$ cat src/rtl/split_bus_pkg.sv
// Shared types, defaults and the round-robin helper for split_bus_arbiter.
// Optional feature macro used by the arbiter: ARB_TIMEOUT_EN (ownership watchdog).
package split_bus_pkg;

    localparam int DEF_NUM_INIT    = 4;
    localparam int DEF_SPLIT_DEPTH = 4;

    // Upper bound on initiators that rr_pick can scan.
    localparam int MAX_INIT = 32;

    typedef enum logic [1:0] {
        IDLE,
        GRANT,
        SPLIT_RETURN
    } arb_state_e;

    // First set bit of req strictly after index last, wrapping modulo n.
    // Returns last when req is empty; callers only use the result when req != 0.
    function automatic int rr_pick(input logic [MAX_INIT-1:0] req, input int last, input int n);
        int  pick;
        int  idx;
        logic found;
        pick  = last;
        found = 1'b0;
        for (int i = 1; i <= MAX_INIT; i++) begin
            if (!found && i <= n) begin
                idx = last + i;
                if (idx >= n) begin
                    idx = idx - n;
                end
                if (req[idx]) begin
                    pick  = idx;
                    found = 1'b1;
                end
            end
        end
        return pick;
    endfunction

endpackage

$ cat src/rtl/split_bus_arbiter_if.sv
// Request/grant bundle between the initiators, the split target and the arbiter.
// The arbiter connects through modport master; the bus side through modport slave.
// timeout_err exists only when ARB_TIMEOUT_EN is defined.
interface split_bus_if
    import split_bus_pkg::*;
#(
    parameter int NUM_INIT = DEF_NUM_INIT
) ();

    localparam int IDW = $clog2(NUM_INIT);

    logic [NUM_INIT-1:0] init_req;
    logic                txn_done;
    logic                split_ack;
    logic                split_req;
    logic [NUM_INIT-1:0] init_grant;
    logic [IDW-1:0]      init_owner;
    logic                bus_busy;
    logic                split_grant;
    logic [IDW-1:0]      split_owner;
    logic [NUM_INIT-1:0] split_pending;
    logic                split_overflow;
`ifdef ARB_TIMEOUT_EN
    logic                timeout_err;

    modport master (
        input  init_req, txn_done, split_ack, split_req,
        output init_grant, init_owner, bus_busy, split_grant, split_owner,
               split_pending, split_overflow, timeout_err
    );

    modport slave (
        output init_req, txn_done, split_ack, split_req,
        input  init_grant, init_owner, bus_busy, split_grant, split_owner,
               split_pending, split_overflow, timeout_err
    );
`else
    modport master (
        input  init_req, txn_done, split_ack, split_req,
        output init_grant, init_owner, bus_busy, split_grant, split_owner,
               split_pending, split_overflow
    );

    modport slave (
        output init_req, txn_done, split_ack, split_req,
        input  init_grant, init_owner, bus_busy, split_grant, split_owner,
               split_pending, split_overflow
    );
`endif

endinterface

$ cat src/rtl/split_owner_fifo.sv
// In-order FIFO of parked initiator indices: circular buffer with wrapping
// read/write pointers and an occupancy count. Push when full and pop when
// empty are dropped.
module split_owner_fifo
    import split_bus_pkg::*;
#(
    parameter int DEPTH = DEF_SPLIT_DEPTH,
    parameter int WIDTH = 2
) (
    input  logic                          clk,
    input  logic                          rst_n,
    input  logic                          push,
    input  logic                          pop,
    input  logic [WIDTH-1:0]              din,
    output logic                          full,
    output logic                          empty,
    output logic [WIDTH-1:0]              head,
    output logic [$clog2(DEPTH+1)-1:0]    count
);

    localparam int PW = (DEPTH > 1) ? $clog2(DEPTH) : 1;
    localparam int CW = $clog2(DEPTH + 1);

    logic [WIDTH-1:0] mem_q [DEPTH];
    logic [PW-1:0]    rd_ptr_q, rd_ptr_d;
    logic [PW-1:0]    wr_ptr_q, wr_ptr_d;
    logic [CW-1:0]    count_q, count_d;
    logic             do_push;
    logic             do_pop;

    function automatic logic [PW-1:0] next_ptr(input logic [PW-1:0] p);
        return (p == PW'(DEPTH - 1)) ? '0 : p + 1'b1;
    endfunction

    assign full    = (count_q == CW'(DEPTH));
    assign empty   = (count_q == '0);
    assign head    = mem_q[rd_ptr_q];
    assign count   = count_q;
    assign do_push = push && !full;
    assign do_pop  = pop && !empty;

    // Pointer and occupancy update.
    always_comb begin
        // NOTE: every variable gets its hold value first so no path leaves it unassigned (no latch).
        rd_ptr_d = rd_ptr_q;
        wr_ptr_d = wr_ptr_q;
        count_d  = count_q;
        if (do_push) begin
            wr_ptr_d = next_ptr(wr_ptr_q);
        end
        if (do_pop) begin
            rd_ptr_d = next_ptr(rd_ptr_q);
        end
        if (do_push && !do_pop) begin
            count_d = count_q + 1'b1;
        end else if (do_pop && !do_push) begin
            count_d = count_q - 1'b1;
        end
    end

    // Control registers with synchronous reset.
    always_ff @(posedge clk) begin
        // NOTE: non-blocking assignments so every flop samples pre-edge values.
        if (!rst_n) begin
            rd_ptr_q <= '0;
            wr_ptr_q <= '0;
            count_q  <= '0;
        end else begin
            rd_ptr_q <= rd_ptr_d;
            wr_ptr_q <= wr_ptr_d;
            count_q  <= count_d;
        end
    end

    // Entry storage.
    always_ff @(posedge clk) begin
        // NOTE: storage is not reset; count/pointers mark which entries are valid.
        if (do_push) begin
            mem_q[wr_ptr_q] <= din;
        end
    end

endmodule

$ cat src/rtl/split_bus_arbiter.sv
// Round-robin bus arbiter for NUM_INIT initiators with split-transaction
// support: split-acked owners are parked in an in-order FIFO and the split
// target is handed the bus for each data return. All outputs are registered.
// Optional ownership watchdog: define ARB_TIMEOUT_EN.
module split_bus_arbiter
    import split_bus_pkg::*;
#(
    parameter int NUM_INIT       = DEF_NUM_INIT,
    parameter int SPLIT_DEPTH    = DEF_SPLIT_DEPTH,
    parameter int TIMEOUT_CYCLES = 64
) (
    input logic         clk,
    input logic         rst_n,
    split_bus_if.master bus
);

    localparam int IDW = $clog2(NUM_INIT);
    localparam int CW  = $clog2(SPLIT_DEPTH + 1);

    if (NUM_INIT < 2 || NUM_INIT > MAX_INIT) begin : g_bad_num_init
        $error("split_bus_arbiter: NUM_INIT out of range");
    end
    if (SPLIT_DEPTH < 1) begin : g_bad_split_depth
        $error("split_bus_arbiter: SPLIT_DEPTH must be at least 1");
    end
    if (TIMEOUT_CYCLES < 1) begin : g_bad_timeout
        $error("split_bus_arbiter: TIMEOUT_CYCLES must be at least 1");
    end

    arb_state_e          state_q, state_d;
    logic [NUM_INIT-1:0] grant_q, grant_d;
    logic [NUM_INIT-1:0] pend_q, pend_d;
    logic [IDW-1:0]      owner_q, owner_d;
    logic [IDW-1:0]      last_q, last_d;
    logic [IDW-1:0]      split_owner_q, split_owner_d;
    logic                split_grant_q, split_grant_d;
    logic                busy_q, busy_d;
    logic                ovf_q, ovf_d;

    logic [NUM_INIT-1:0] eligible;
    logic [IDW-1:0]      winner;
    logic                fifo_push, fifo_pop, fifo_full, fifo_empty;
    logic [IDW-1:0]      fifo_head;
    logic [CW-1:0]       unused_fifo_count;

`ifdef ARB_TIMEOUT_EN
    localparam int WDW = $clog2(TIMEOUT_CYCLES + 1);
    logic [WDW-1:0] wd_q, wd_d;
    logic           tout_q, tout_d;
    logic           wd_expired;
    assign wd_expired = (wd_q == WDW'(TIMEOUT_CYCLES - 1));
`endif

    // Parked initiators are invisible to arbitration.
    assign eligible = bus.init_req & ~pend_q;
    assign winner   = IDW'(rr_pick(MAX_INIT'(eligible), int'(last_q), NUM_INIT));

    split_owner_fifo #(
        .DEPTH (SPLIT_DEPTH),
        .WIDTH (IDW)
    ) u_owner_fifo (
        .clk   (clk),
        .rst_n (rst_n),
        .push  (fifo_push),
        .pop   (fifo_pop),
        .din   (owner_q),
        .full  (fifo_full),
        .empty (fifo_empty),
        .head  (fifo_head),
        .count (unused_fifo_count)
    );

    // Next-state and registered-output computation.
    always_comb begin
        state_d       = state_q;
        grant_d       = grant_q;
        pend_d        = pend_q;
        owner_d       = owner_q;
        last_d        = last_q;
        split_owner_d = split_owner_q;
        split_grant_d = split_grant_q;
        ovf_d         = ovf_q;
        fifo_push     = 1'b0;
        fifo_pop      = 1'b0;
`ifdef ARB_TIMEOUT_EN
        tout_d        = 1'b0;
`endif
        unique case (state_q)
            IDLE: begin
                if (bus.split_req && !fifo_empty) begin
                    state_d       = SPLIT_RETURN;
                    split_grant_d = 1'b1;
                    split_owner_d = fifo_head;
                end else if (|eligible) begin
                    state_d          = GRANT;
                    owner_d          = winner;
                    grant_d          = '0;
                    grant_d[winner]  = 1'b1;
                end
            end
            GRANT: begin
                if (bus.split_ack) begin
                    // Split ack beats a simultaneous txn_done; the pointer is not advanced.
                    if (!fifo_full) begin
                        fifo_push       = 1'b1;
                        pend_d[owner_q] = 1'b1;
                    end else begin
                        ovf_d = 1'b1;
                    end
                    grant_d = '0;
                    state_d = IDLE;
                end else if (bus.txn_done || !bus.init_req[owner_q]) begin
                    // Completion or abort: this owner goes to the back of the rotation.
                    grant_d = '0;
                    last_d  = owner_q;
                    state_d = IDLE;
`ifdef ARB_TIMEOUT_EN
                end else if (wd_expired) begin
                    grant_d = '0;
                    last_d  = owner_q;
                    tout_d  = 1'b1;
                    state_d = IDLE;
`endif
                end
            end
            SPLIT_RETURN: begin
                if (bus.txn_done) begin
                    fifo_pop          = 1'b1;
                    pend_d[fifo_head] = 1'b0;
                    split_grant_d     = 1'b0;
                    state_d           = IDLE;
                end else if (!bus.split_req) begin
                    // Target withdrew: keep the owner parked for a later return.
                    split_grant_d = 1'b0;
                    state_d       = IDLE;
`ifdef ARB_TIMEOUT_EN
                end else if (wd_expired) begin
                    fifo_pop          = 1'b1;
                    pend_d[fifo_head] = 1'b0;
                    split_grant_d     = 1'b0;
                    tout_d            = 1'b1;
                    state_d           = IDLE;
`endif
                end
            end
            default: begin
                state_d       = IDLE;
                grant_d       = '0;
                split_grant_d = 1'b0;
            end
        endcase
        busy_d = (state_d != IDLE);
`ifdef ARB_TIMEOUT_EN
        // Counts cycles of continuous ownership; any state change restarts it.
        wd_d = '0;
        if (state_q != IDLE && state_d == state_q) begin
            wd_d = wd_q + 1'b1;
        end
`endif
    end

    // State and output registers; reset aborts any transaction in flight.
    always_ff @(posedge clk) begin
        if (!rst_n) begin
            state_q       <= IDLE;
            grant_q       <= '0;
            pend_q        <= '0;
            owner_q       <= '0;
            last_q        <= IDW'(NUM_INIT - 1);
            split_owner_q <= '0;
            split_grant_q <= 1'b0;
            busy_q        <= 1'b0;
            ovf_q         <= 1'b0;
        end else begin
            state_q       <= state_d;
            grant_q       <= grant_d;
            pend_q        <= pend_d;
            owner_q       <= owner_d;
            last_q        <= last_d;
            split_owner_q <= split_owner_d;
            split_grant_q <= split_grant_d;
            busy_q        <= busy_d;
            ovf_q         <= ovf_d;
        end
    end

`ifdef ARB_TIMEOUT_EN
    // Watchdog counter and one-cycle error pulse.
    always_ff @(posedge clk) begin
        if (!rst_n) begin
            wd_q   <= '0;
            tout_q <= 1'b0;
        end else begin
            wd_q   <= wd_d;
            tout_q <= tout_d;
        end
    end

    assign bus.timeout_err = tout_q;
`endif

    assign bus.init_grant     = grant_q;
    assign bus.init_owner     = owner_q;
    assign bus.bus_busy       = busy_q;
    assign bus.split_grant    = split_grant_q;
    assign bus.split_owner    = split_owner_q;
    assign bus.split_pending  = pend_q;
    assign bus.split_overflow = ovf_q;

endmodule

$ cat src/flat_wrapper.sv
// flat-port wrapper written by rule: the top's interface ports become plain ports
module split_bus_arbiter_flat import split_bus_pkg::*;
#(
    parameter int NUM_INIT       = DEF_NUM_INIT,
    parameter int SPLIT_DEPTH    = DEF_SPLIT_DEPTH,
    parameter int TIMEOUT_CYCLES = 64
)
  (clk, rst_n, bus_init_req, bus_txn_done, bus_split_ack, bus_split_req, bus_init_grant, bus_init_owner, bus_bus_busy, bus_split_grant, bus_split_owner, bus_split_pending, bus_split_overflow);
  split_bus_if #(.NUM_INIT(NUM_INIT)) bus_i ();
  input logic clk;
  input logic rst_n;
  input wire logic [$bits(bus_i.init_req)-1:0] bus_init_req;
  input wire logic [$bits(bus_i.txn_done)-1:0] bus_txn_done;
  input wire logic [$bits(bus_i.split_ack)-1:0] bus_split_ack;
  input wire logic [$bits(bus_i.split_req)-1:0] bus_split_req;
  output wire logic [$bits(bus_i.init_grant)-1:0] bus_init_grant;
  output wire logic [$bits(bus_i.init_owner)-1:0] bus_init_owner;
  output wire logic [$bits(bus_i.bus_busy)-1:0] bus_bus_busy;
  output wire logic [$bits(bus_i.split_grant)-1:0] bus_split_grant;
  output wire logic [$bits(bus_i.split_owner)-1:0] bus_split_owner;
  output wire logic [$bits(bus_i.split_pending)-1:0] bus_split_pending;
  output wire logic [$bits(bus_i.split_overflow)-1:0] bus_split_overflow;
  assign bus_i.init_req = bus_init_req;
  assign bus_i.txn_done = bus_txn_done;
  assign bus_i.split_ack = bus_split_ack;
  assign bus_i.split_req = bus_split_req;
  assign bus_init_grant = bus_i.init_grant;
  assign bus_init_owner = bus_i.init_owner;
  assign bus_bus_busy = bus_i.bus_busy;
  assign bus_split_grant = bus_i.split_grant;
  assign bus_split_owner = bus_i.split_owner;
  assign bus_split_pending = bus_i.split_pending;
  assign bus_split_overflow = bus_i.split_overflow;
  split_bus_arbiter #(.NUM_INIT(NUM_INIT), .SPLIT_DEPTH(SPLIT_DEPTH), .TIMEOUT_CYCLES(TIMEOUT_CYCLES)) u_core (.clk(clk), .rst_n(rst_n), .bus(bus_i));
endmodule
$ cat config.mk
export PLATFORM = sky130hd
export DESIGN_NAME = split_bus_arbiter_flat
export DESIGN_NICKNAME = d
export VERILOG_FILES = /design/src/rtl/split_bus_pkg.sv /design/src/rtl/split_bus_arbiter_if.sv /design/src/rtl/split_owner_fifo.sv /design/src/rtl/split_bus_arbiter.sv /design/src/flat_wrapper.sv
export SDC_FILE = /design/constraint.sdc
export NUM_CORES = 1
export LEC_CHECK = 0
export BUFFER_PORTS_ARGS = -buffer_cell sky130_fd_sc_hd__buf_2
export CELL_PAD_IN_SITES_DETAIL_PLACEMENT = 0
export CELL_PAD_IN_SITES_GLOBAL_PLACEMENT = 1
export CORE_MARGIN = 2
export CORE_UTILIZATION = 49
export DETAILED_ROUTE_END_ITERATION = 12
export GPL_TIMING_DRIVEN = 0
export PLACE_DENSITY_LB_ADDON = 0.12
export SETUP_SLACK_MARGIN = 0.5
export SKIP_CTS_REPAIR_TIMING = 1
export SLEW_MARGIN = 20
export SYNTH_ARGS = -nofsm -noshare
export SYNTH_HDL_FRONTEND = slang
export SYNTH_SLANG_ARGS = --single-unit
$ cat constraint.sdc
create_clock -name clk -period 6.6 [get_ports clk]
set_input_delay 1.32 -clock clk [delete_from_list [all_inputs] [get_ports clk]]
set_output_delay 1.32 -clock clk [all_outputs]
set_load 0.02 [all_outputs]
# ---- Word level (Yosys, flattened, before mapping)
# Memory sizes are Yosys's and may differ from the RTL's. A register that Yosys moved wholly into a read port is not among the register bits.
# Cells that the tools add are included.
dict set report op_classes {
  n_reduce_logical 27
  eq_ne 13
  bitwise_logic 9
  addsub 12
  order_cmp 14
  muxes 72
}
# op count
set ops {}
lappend ops {{two-way mux 32 bit} 7}
lappend ops {{>= comparator 32 x 4 -> 1 bit, second input constant} 4}
lappend ops {{less-than comparator 32 x 7 -> 1 bit, second input constant} 4}
lappend ops {{subtractor 32 x 4 -> 32 bit, second input constant} 4}
lappend ops {{two-way mux 2 bit} 17}
lappend ops {{two-way mux 4 bit} 7}
lappend ops {{two-way mux 1 bit} 27}
lappend ops {{binary-select mux 1 bit (select 5 bit)} 4}
lappend ops {{one-hot mux 4 bit (3 select lines)} 1}
lappend ops {{AND reduction 3 bit} 4}
lappend ops {{less-than comparator 2 x 3 -> 1 bit, second input constant} 3}
lappend ops {{bitwise AND 4 bit} 2}
lappend ops {{logical AND 1 bit} 8}
lappend ops {{!= test 2 bit, second input constant} 4}
lappend ops {{NOT 4 bit} 2}
lappend ops {{one-hot mux 4 bit (2 select lines)} 1}
lappend ops {{AND reduction 4 bit} 2}
lappend ops {{adder 2 x 2 -> 3 bit, second input constant} 2}
lappend ops {{demux 1 bit (select 2 bit)} 3}
lappend ops {{equality test 2 bit, second input constant} 3}
lappend ops {{>= comparator 2 x 1 -> 1 bit, second input constant} 3}
lappend ops {{two-way mux 3 bit} 2}
lappend ops {{one-hot mux 2 bit (3 select lines)} 1}
lappend ops {{nonzero test 2 bit} 3}
lappend ops {{other kinds (20)} 29}
dict set report totals {
  n_memories 1
  mem_bits_rw 8
  inputBits 9
  wordCells 160
  reg_bits 26
  out_inout_bits 15
}
# name depth word_bits rd rd_clocked_by_memory_dff wr line_no
set mem_list {}
lappend mem_list {u_core.u_owner_fifo.mem_q 4 2 1 1 1 split_owner_fifo.sv:24} ;# logic [WIDTH-1:0] mem_q [DEPTH];

# ---- Logic depth before layout (Yosys ltp)
dict set report logic_depth {
  ltp_word 32
  mapped_depth 10
}

# ---- Cells and area by module
# Synthesis repeated with hierarchy kept, for this count alone.
dict set report hier_totals {
  cells_unflattened 195
  hier_area_um2 1975.6
}
# module instances cells_each seq_area_each_um2 area_per_inst_um2
set by_module_without_submodules {}
lappend by_module_without_submodules {split_bus_arbiter 1 134 380.4 1204.9}
lappend by_module_without_submodules {split_owner_fifo 1 61 420.4 770.7}

# ---- Worst setup path before layout
# Ideal clock, no wire load.
dict set report synth_path {
  path_kind {input to register}
  from {input bus_split_ack}
  to {register u_core.u_owner_fifo.count_q[2] (netlist: u_core.u_owner_fifo.count[2])}
  path_stages 9
  t_arrival_ns 3.138
  path_buffers 1
  path_slack_ns 3.392
  setup_time_ns 0.070
  cell_sequence {and3b_1 > a21boi_1 > buf_1 > ha_1 > inv_1 > fa_1 > xor2_1 > or3_1 > a21oi_1}
}
dict set report synth_between {
  elab_chain_cells 6
  word_cells_on_any_way 8
}
# element line_no
set synth_rtl {}
lappend synth_rtl {{from (decl)} flat_wrapper.sv:14} ;# input wire logic [$bits(bus_i.split_ack)-1:0] bus_split_ack;
lappend synth_rtl {{two-way mux 1 bit *} split_bus_arbiter.sv:102} ;# if (bus.split_ack) begin
lappend synth_rtl {{two-way mux 1 bit *} split_bus_arbiter.sv:88} ;# unique case (state_q)
lappend synth_rtl {{logical AND 1 bit *} split_owner_fifo.sv:39} ;# assign do_push = push && !full;
lappend synth_rtl {{via u_core.u_owner_fifo.do_push} split_owner_fifo.sv:28} ;# logic do_push;
lappend synth_rtl {{zero test 1 bit} split_owner_fifo.sv:56} ;# end else if (do_pop && !do_push) begin
lappend synth_rtl {{logical AND 1 bit} split_owner_fifo.sv:56}
lappend synth_rtl {{nonzero test 2 bit (no line)} -}
lappend synth_rtl {{to (signal assigned)} split_owner_fifo.sv:71} ;# count_q <= count_d;
lappend synth_rtl {{to (decl)} split_owner_fifo.sv:27} ;# logic [CW-1:0] count_q, count_d;
# The timed path passes the listed nets; every way through them passes the cells marked *.
# A chain may end at the register's enable or synchronous reset.

# ---- Worst setup path in the final report
# Same ends and word-level chain as after synthesis.

==> impl_metrics.py <==
metrics = {
    "outcome": {
        "status": "complete, no violations",
    },
    "grt": {
        "grt_max_degree": 13,
        "grtUsageTotal_pct": 21.0,
        "grt-ovfl-total": 0,
        "grt_pass1_wl_um": 7020,
        "grt_pass1_vias": 1515,
        "antenna_found_initial": 0,
    },
    "layout": {
        "num_antenna_cells": 0,
        "multi_input_area_um2": 1060,
        "fill_cells": 344,
        "syn_to_final_growth_pct": 15.4,
        "instances_no_fill": 268,
        "fin_util_pct": 57.8,
        "final_net_count": 236,
        "drive_above_1_share_pct": 26.1,
        "seq_area_um2": 801,
    },
    "yosys": {
        "ys_top_cells_by_area": "dfxtp_1 (28%), edfxtp_1 (12%), ha_1 (5.7%)",
        "synth_area_um2": 1970,
        "synth_edf_count": 8,
        "synthMuxAreaShare_pct": 9.19,
        "yosysWarnings": 0,
        "synth_simple_gate_area_share_pct": 21.6,
        "syn_area_per_cell_um2": 10.6,
        "ys.flop_type": "dfxtp_1",
        "seq_area_frac_synth_pct": 40.6,
        "synth_xor_area_share_pct": 0.888,
        "synth_top_cell_area_share_pct": 28.4,
        "yosysMostFrequentCell": "dfxtp_1",
        "synthArstFlopShare_pct": 0,
        "synth_top_area_cell": "dfxtp_1",
        "netlist_top_cells_count": "dfxtp_1 (28), nor2_1 (19), nand2_1 (12), ha_1 (9), inv_1 (9)",
        "syn_inst": 187,
        "synth_seq_cells": 36,
        "synth_compound_area_share_pct": 15.3,
        "synth_fp_nets": 206,
        "synthAdderAreaFrac_pct": 6.72,
        "synth_top_family_by_area": "simple AND/OR/NAND/NOR gates",
        "synth.distinct_cells": 58,
    },
    "routing": {
        "ant_nets": 0,
        "dr_total_vias": 1495,
        "viasPerCell": 5.58,
        "drtPass1Iterations": 4,
        "drt-total-wl_um": 4110,
        "drc": 0,
        "drtIter0Drc": 53,
        "wire_per_inst_um": 15.4,
    },
    "floorplan": {
        "fp.dieW_um": 67.5,
        "ioPinCount": 24,
        "start_util_pct": 50.0,
        "core-area_um2": 3940,
        "num_rows": 23,
        "die_h_um": 67.5,
        "die_area_um2": 4550,
    },
    "placement": {
        "dp_hpwl_um": 3140,
        "portBuffers": 23,
        "dp.cells": 260,
        "globalplace.congestion": 0.819,
    },
    "clock_network": {
        "clk_latency_ns": 0.29,
        "clockBufferDepth": 2,
        "cts_tree": "yes",
        "cts-root-buf": "clkbuf_8",
        "h-tree-depth": 2,
        "cts.sink_count": 36,
        "cts-buffers-inserted": 5,
        "cts.clk_slew.worst_paths_ns": 0.07,
    },
    "power_and_ir_drop": {
        "p_leak_nw": 0.945,
        "p_per_area_nw_per_um2": 345,
        "vdd_ir_drop_max_v": 0.000199,
    },
    "run": {
        "maxCapViolations": 0,
    },
    "timing": {
        "rsz0062_at_grt": "false",
        "slew_viol_final": 0,
        "max_freq_ghz": 0.300,
        "final.setup.tns_ns": 0,
        "fin_crit_ns": 3.34,
        "tightestPinTransition_ns": 0.581,
        "hold_viol_final": 0,
        "skew_ns": 0.00399,
        "slew_headroom_pct": 60.9,
        "finalCritPeriodShare_pct": 50.6,
        "setup_viol": 0,
    },
    "min_path": {
        "hold-path-cell-count": 2,
        "hp-class": "reg2reg",
    },
    "setup_path": {
        "worst-path-max-fanout": 10,
        "crit_path_end_kind": "register",
        "crit_arrival_ns": 3.56,
        "path_class": "in2reg",
        "crit_required_ns": 6.82,
        "start_kind": "primary input",
        "reg2reg_depth": 10,
    },
}
per-layer routing:
layer  share of wire [%]  vias up  GRT usage [%]
li1                    -      740              -
met1                  44      729           24.8
met2                  51       19           36.8
met3                 3.4        7           5.50
met4                 1.6        0           7.65
met5                   0        -              0
layout by cell type (no fill, tap or decap), types with 5 or more instances in the layout:
cell type / instances
a21oi_1: 5
buf_2: 23
clkbuf_8: 10
dfxtp_1: 28
edfxtp_1: 8
ha_1: 9
inv_1: 9
mux2i_1: 8
nand2_1: 12
nor2_1: 19
nor2b_1: 5
o211ai_1: 5
final timing paths:
kind	end	start	slack [ns]
hold reg to reg	u_core.bus.init_grant[3]	u_core.bus.init_grant[3]	0.44
setup reg to reg	u_core.u_owner_fifo.count[2]	u_core.state_q[0]	3.87
setup / recovery	u_core.u_owner_fifo.count[2]	bus_split_ack	3.26
hold / removal	u_core.bus.init_grant[3]	u_core.bus.init_grant[3]	0.44
stage by stage:
step	area, um2	hold WS [ns]	total power [W]	setup WS [ns]
after floorplan	1970	0.492	0.000510	3.39
after global placement	2150	0.428	0.000571	3.01
after detailed placement	2150	0.430	0.000581	2.96
after CTS	2280	0.442	0.000792	3.26
after global routing	2280	0.479	0.000835	3.13
final	2280	0.438	0.000787	3.26
sequential cells by signal, indices dropped and copies added (netlist names), 3 cells and up, named ones only:
signal / count
u_core.u_owner_fifo.mem_q: 8
u_core.u_owner_fifo.count: 3
u_core.bus.split_pending: 4
u_core.bus.init_grant: 4
cells by family after synthesis:
kind of cell,after synthesis
AOI/OAI and AO/OA,38
adders and majority gates,10
muxes,13
xor gates and xnor gates,2
buffers and inverters,17
and+or+nand+nor,71
DFF,36
power breakdown:
group / switching (W) / internal [W]
clock: 0.0000781 / 0.000133
sequential: 0.0000336 / 0.000263
combinational: 0.000154 / 0.000125
final cells by class:
class,instances,share of cell area (%)
buffer,8,3.52
clock buffer,7,4.23
clock inverter,1,1.32
inverter,9,1.48
multi-input combinational,134,46.5
sequential,36,35.2
tap,50,2.75
timing repair buffer,23,5.05
critical path: stages:
cell and delay [ns]:
buf_2 0.12, and3b_1 0.22, a21boi_1 0.21, buf_1 0.40, ha_1 0.27, inv_1 0.06, fa_1 0.37, xor2_1 0.15
or3_1 0.30, a21oi_1 0.14
(Power assumes the default switching activity.)
